--- src/rtl/slot_release_tracker.sv ---
// Free-slot bitmap for a WIDTH-entry structure: two allocations clear bits and two releases set bits each cycle.
// Define SLOT_RELEASE_CHECK_EN to build the sticky protocol checker behind err/err_code.
module slot_release_tracker #(
  parameter int WIDTH = 8,
  parameter int IDX_W = $clog2(WIDTH),
  parameter int CNT_W = $clog2(WIDTH + 1)
) (
  input  logic             clock,
  input  logic             reset,
  input  logic             flush,
  input  logic [1:0]       alloc_valid,
  input  logic [IDX_W-1:0] alloc_idx1,
  input  logic [IDX_W-1:0] alloc_idx2,
  input  logic [1:0]       rel_valid,
  input  logic [IDX_W-1:0] rel_idx1,
  input  logic [IDX_W-1:0] rel_idx2,
  output logic [WIDTH-1:0] free_vec,
  output logic [CNT_W-1:0] free_count,
  output logic             all_free,
  output logic             none_free,
  output logic             two_free,
  output logic             err,
  output logic [2:0]       err_code
);

  localparam logic [CNT_W-1:0] FULL_CNT = CNT_W'(WIDTH);
  localparam logic [CNT_W-1:0] TWO_CNT  = CNT_W'(2);

  logic [WIDTH-1:0] free_vec_q, free_vec_d;
  logic [CNT_W-1:0] free_count_q, free_count_d;
  logic [WIDTH-1:0] alloc_mask, rel_mask;

  // Indices at or beyond WIDTH match no bit, so they decode to an empty mask.
  function automatic logic [WIDTH-1:0] onehot(input logic [IDX_W-1:0] idx, input logic en);
    logic [WIDTH-1:0] m;
    m = '0;
    for (int i = 0; i < WIDTH; i++) begin
      if (en && (idx == IDX_W'(i))) m[i] = 1'b1;
    end
    return m;
  endfunction

  function automatic logic [CNT_W-1:0] popcount(input logic [WIDTH-1:0] v);
    logic [CNT_W-1:0] c;
    c = '0;
    for (int i = 0; i < WIDTH; i++) begin
      c = c + {{(CNT_W-1){1'b0}}, v[i]};
    end
    return c;
  endfunction

  // The count is always the popcount of the next bitmap, never a separate up/down counter.
  always_comb begin
    alloc_mask = onehot(alloc_idx1, alloc_valid[0]) | onehot(alloc_idx2, alloc_valid[1]);
    rel_mask   = onehot(rel_idx1, rel_valid[0]) | onehot(rel_idx2, rel_valid[1]);
    if (flush) begin
      free_vec_d = '1;
    end else begin
      free_vec_d = (free_vec_q & ~alloc_mask) | rel_mask;
    end
    free_count_d = popcount(free_vec_d);
  end

  always_ff @(posedge clock or posedge reset) begin
    if (reset) begin
      free_vec_q   <= '1;
      free_count_q <= FULL_CNT;
    end else begin
      free_vec_q   <= free_vec_d;
      free_count_q <= free_count_d;
    end
  end

  assign free_vec   = free_vec_q;
  assign free_count = free_count_q;
  assign all_free   = (free_count_q == FULL_CNT);
  assign none_free  = (free_count_q == '0);
  assign two_free   = (free_count_q >= TWO_CNT);

`ifdef SLOT_RELEASE_CHECK_EN
  logic [2:0] err_code_q, err_code_d;
  logic       dbl_free, busy_alloc, bad_idx;

  // Every check looks at the registered bitmap, before this cycle's updates.
  always_comb begin
    dbl_free = (rel_valid[0] && |(onehot(rel_idx1, 1'b1) & free_vec_q)) ||
               (rel_valid[1] && |(onehot(rel_idx2, 1'b1) & free_vec_q)) ||
               ((&rel_valid) && (rel_idx1 == rel_idx2)) ||
               (all_free && (|rel_valid));
    busy_alloc = (alloc_valid[0] && |(onehot(alloc_idx1, 1'b1) & ~free_vec_q)) ||
                 (alloc_valid[1] && |(onehot(alloc_idx2, 1'b1) & ~free_vec_q)) ||
                 (none_free && (|alloc_valid));
    bad_idx = (alloc_valid[0] && !(|onehot(alloc_idx1, 1'b1))) ||
              (alloc_valid[1] && !(|onehot(alloc_idx2, 1'b1))) ||
              (rel_valid[0]   && !(|onehot(rel_idx1, 1'b1)))   ||
              (rel_valid[1]   && !(|onehot(rel_idx2, 1'b1)));
    err_code_d = err_code_q;
    if (!flush) begin
      err_code_d = err_code_q | {bad_idx, busy_alloc, dbl_free};
    end
  end

  always_ff @(posedge clock or posedge reset) begin
    if (reset) begin
      err_code_q <= 3'b000;
    end else begin
      err_code_q <= err_code_d;
    end
  end

  assign err      = |err_code_q;
  assign err_code = err_code_q;
`else
  assign err      = 1'b0;
  assign err_code = 3'b000;
`endif

endmodule

--- config.mk ---
export PLATFORM = sky130hd
export DESIGN_NAME = slot_release_tracker
export DESIGN_NICKNAME = d
export VERILOG_FILES = /design/src/rtl/slot_release_tracker.sv
export SDC_FILE = /design/constraint.sdc
export NUM_CORES = 1
export LEC_CHECK = 0
export ABC_AREA = 1
export BUFFER_PORTS_ARGS = -buffer_cell sky130_fd_sc_hd__buf_2
export CAP_MARGIN = 5
export CORE_MARGIN = 4
export CORE_UTILIZATION = 39
export DETAILED_ROUTE_END_ITERATION = 16
export PLACE_DENSITY = 0.77
export SLEW_MARGIN = 20
export SYNTH_ARGS = -nofsm -noshare
export SYNTH_HDL_FRONTEND = slang
export SYNTH_SLANG_ARGS = --single-unit
--- constraint.sdc ---
create_clock -name clock -period 4.29 [get_ports clock]
set_clock_uncertainty 0.1 [all_clocks]
set_input_delay 1.287 -clock clock [delete_from_list [all_inputs] [get_ports clock]]
set_output_delay 1.287 -clock clock [all_outputs]
set_load 0.02 [all_outputs]
==> metrics <==
run status=finished clean; number of slew-limit violations in the final report=0; TritonRoute pass-1 iters=4; count of antenna-violating nets left after detailed routing=0; PnR worst setup slack=0.180 ns; average wire per standard cell=9.17 um; Reg2Reg Depth=11; worst setup slack before clock tree synthesis=-0.136 ns; pin count of the biggest net entering global routing=13; setup repair after global routing missed its margin=no; peak per-stage delay on the critical path=0.54 ns; commonest non-fill, non-tap cells in the layout=56 x nand2_1, 35 x inv_1, 33 x buf_2; global-route wire length before repair=3.48 mm; number of cells in the design after placement=231; # nets final=232; Critical Path Source=alloc_idx1[2]; WS Path Type=primary input to flip-flop; number of levels in the clock H-tree=1; endpoint kind of the worst setup timing path=flip-flop; final hold viol count=0; full die area=0.00358 mm^2; vias in the first global route=881; Post-CTS Hold Buffers=0; endpoint required time on the critical path=4.37 ns; Routability Congestion=0.851; Final Total Pwr=0.000432 W; Achievable Freq=0.243 GHz; Finish-stage setup viols=0; Post-Layout Cell Count=235; antenna violations before repair=0; maximum buffer depth of the clock tree=2; Power Density=330 mW/mm^2; count of input and output buffers=33; First DRT Iteration DRCs=24; Max Cap Viol=0; data arrival time of the worst path=4.19 ns; share of the yosys chip area belonging to registers=0.297; number of clock buffers inserted by TritonCTS=3; aggregate global-route resource usage=0.128; clock root buffer=clkbuf_4; Mapped Area=0.00105 mm^2; critical path startpoint category=primary input; r2r startpoint=free_vec[3]; number of distinct library cells after synthesis=16; Post-Route WL=2.16 mm; worst vdd ir=0.245 mV; slowest library cell on the worst path=fa_1; DIE WIDTH=59.8 um; Min-Delay Startpoint=free_vec[6]; Clk Latency, worst-skew pair=0.28 ns; number of rows created at floorplan=18; post-synthesis cell count=164; number of top-level pins=38; Yosys Warn Count=0; Syn Area/Cell=6.39 um^2; worst slack on hold paths=0.391 ns; Max Fanout on Critical Path=4; sequence of cells on the critical path=buf_2, nor2_1, nand2_1, nand3_1, nand2_1, fa_1, inv_1, fa_1, fa_1, inv_1, ha_1, inv_1, fa_1, inv_1; cell leakage power=0.813 nW; final worst-path cycle share=0.958; via count=992; DR DRC count=0; core utilization of the finished layout=0.518; starting density of the core=0.415; most common library cell in the layout ignoring fill and taps=nand2_1; global-route congestion overflow total=0; Reg clk slew, reported paths=0.07 ns; Tightest Hold Check Type=flip-flop to flip-flop; post-DP HPWL=1.91 mm; Placeable Area=0.00252 mm^2; Die H=59.8 um; count of state elements after synthesis=12; number of diodes=0; Hold Path Depth=2; proportion of layout cells with a drive suffix above 1=0.293; Tmin final=4.11 ns; Syn-to-layout area delta=24.9%; clock net sink count=12; clock tree from TritonCTS=done; vias per inst=4.22
[through the flow]
stage | setup TNS, ns | area [um^2]
CTS | 0 | 1310
detailed placement | -0.261 | 1270
global route | 0 | 1310
floorplan | 0 | 1060
finish | 0 | 1310
global placement | -0.170 | 1270
[layout make-up]
type / instances / area [um^2]
inverters: 35 / 131
flip-flops and latches: 12 / 312
fillers: 262 / 1210
well taps: 30 / 37.5
clock buffers: 4 / 36.3
repair buffers: 38 / 203
multi-input cells: 116 / 588
[cells by family after synthesis]
logic type               count (synthesis)  synth area share
other                                    1           0.00358
AO/OA/AOI/OAI                            1           0.00477
adder cells (fa/ha/maj)                  7             0.112
flip-flops                              12             0.297
XOR/XNOR                                 1           0.00836
buffers and inverters                   39             0.154
AND/OR/NAND/NOR                        103             0.419
[critical path, delay by kind of cell]
kind	cells	cell delay, ns
AND/OR/NAND/NOR	4	0.49
adder cells (fa/ha/maj)	5	2.09
buffers and inverters	5	0.31
[where the power goes]
group / internal (W) / switching, W / total, W
sequential: 0.000142 / 0.0000159 / 0.000158
clock: 0.0000517 / 0.0000378 / 0.0000895
combinational: 0.0000706 / 0.000114 / 0.000184
[per-layer routing]
| layer | vias to the layer above | wire (um) | global-route usage |
|---|---|---|---|
| met4 | 0 | 33 | 0.0665 |
| li1 | 553 | - | - |
| met5 | - | 0 | 0 |
| met3 | 4 | 105 | 0.0151 |
| met1 | 411 | 995 | 0.172 |
| met2 | 24 | 1020 | 0.201 |
[Yosys cell counts]
master    n  area (um^2)
fa_1      4         80.1
a21oi_1   1         5.00
xnor2_1   1         8.76
buf_4     4         30.0
nand2_1  56          210
nand3_1  12         60.1
nor2_2    5         31.3
inv_1    35          131
dfrtp_1   3         75.1
ha_1      3         37.5
conb_1    1         3.75
dfstp_2   9          236
nand3_2   2         20.0
nor4b_1   1         8.76
nor2_1   26         97.6
or3_4     1         11.3
[flip-flops by register name, summed over array words and instances, names as in the netlist]
signal,cells
free_count,4
free_vec,8
[worst paths after layout]
kind                            endpoint  slack (ns)
min reg2reg                  free_vec[6]        0.39
min                          free_vec[6]        0.39
max reg2reg                free_count[1]        1.19
min in group asynchronous  free_count[2]        0.88
max in group asynchronous    free_vec[3]        2.88
max                        free_count[1]        0.18
[timing repair]
| action | 4_1_cts | 5_1_grt |
|---|---|---|
| gates resized for setup | 0 | 1 |
| endpoints found under the setup margin | 0 | 1 |
| buffers inserted | 0 | 0 |
(Power assumes the default switching activity.)
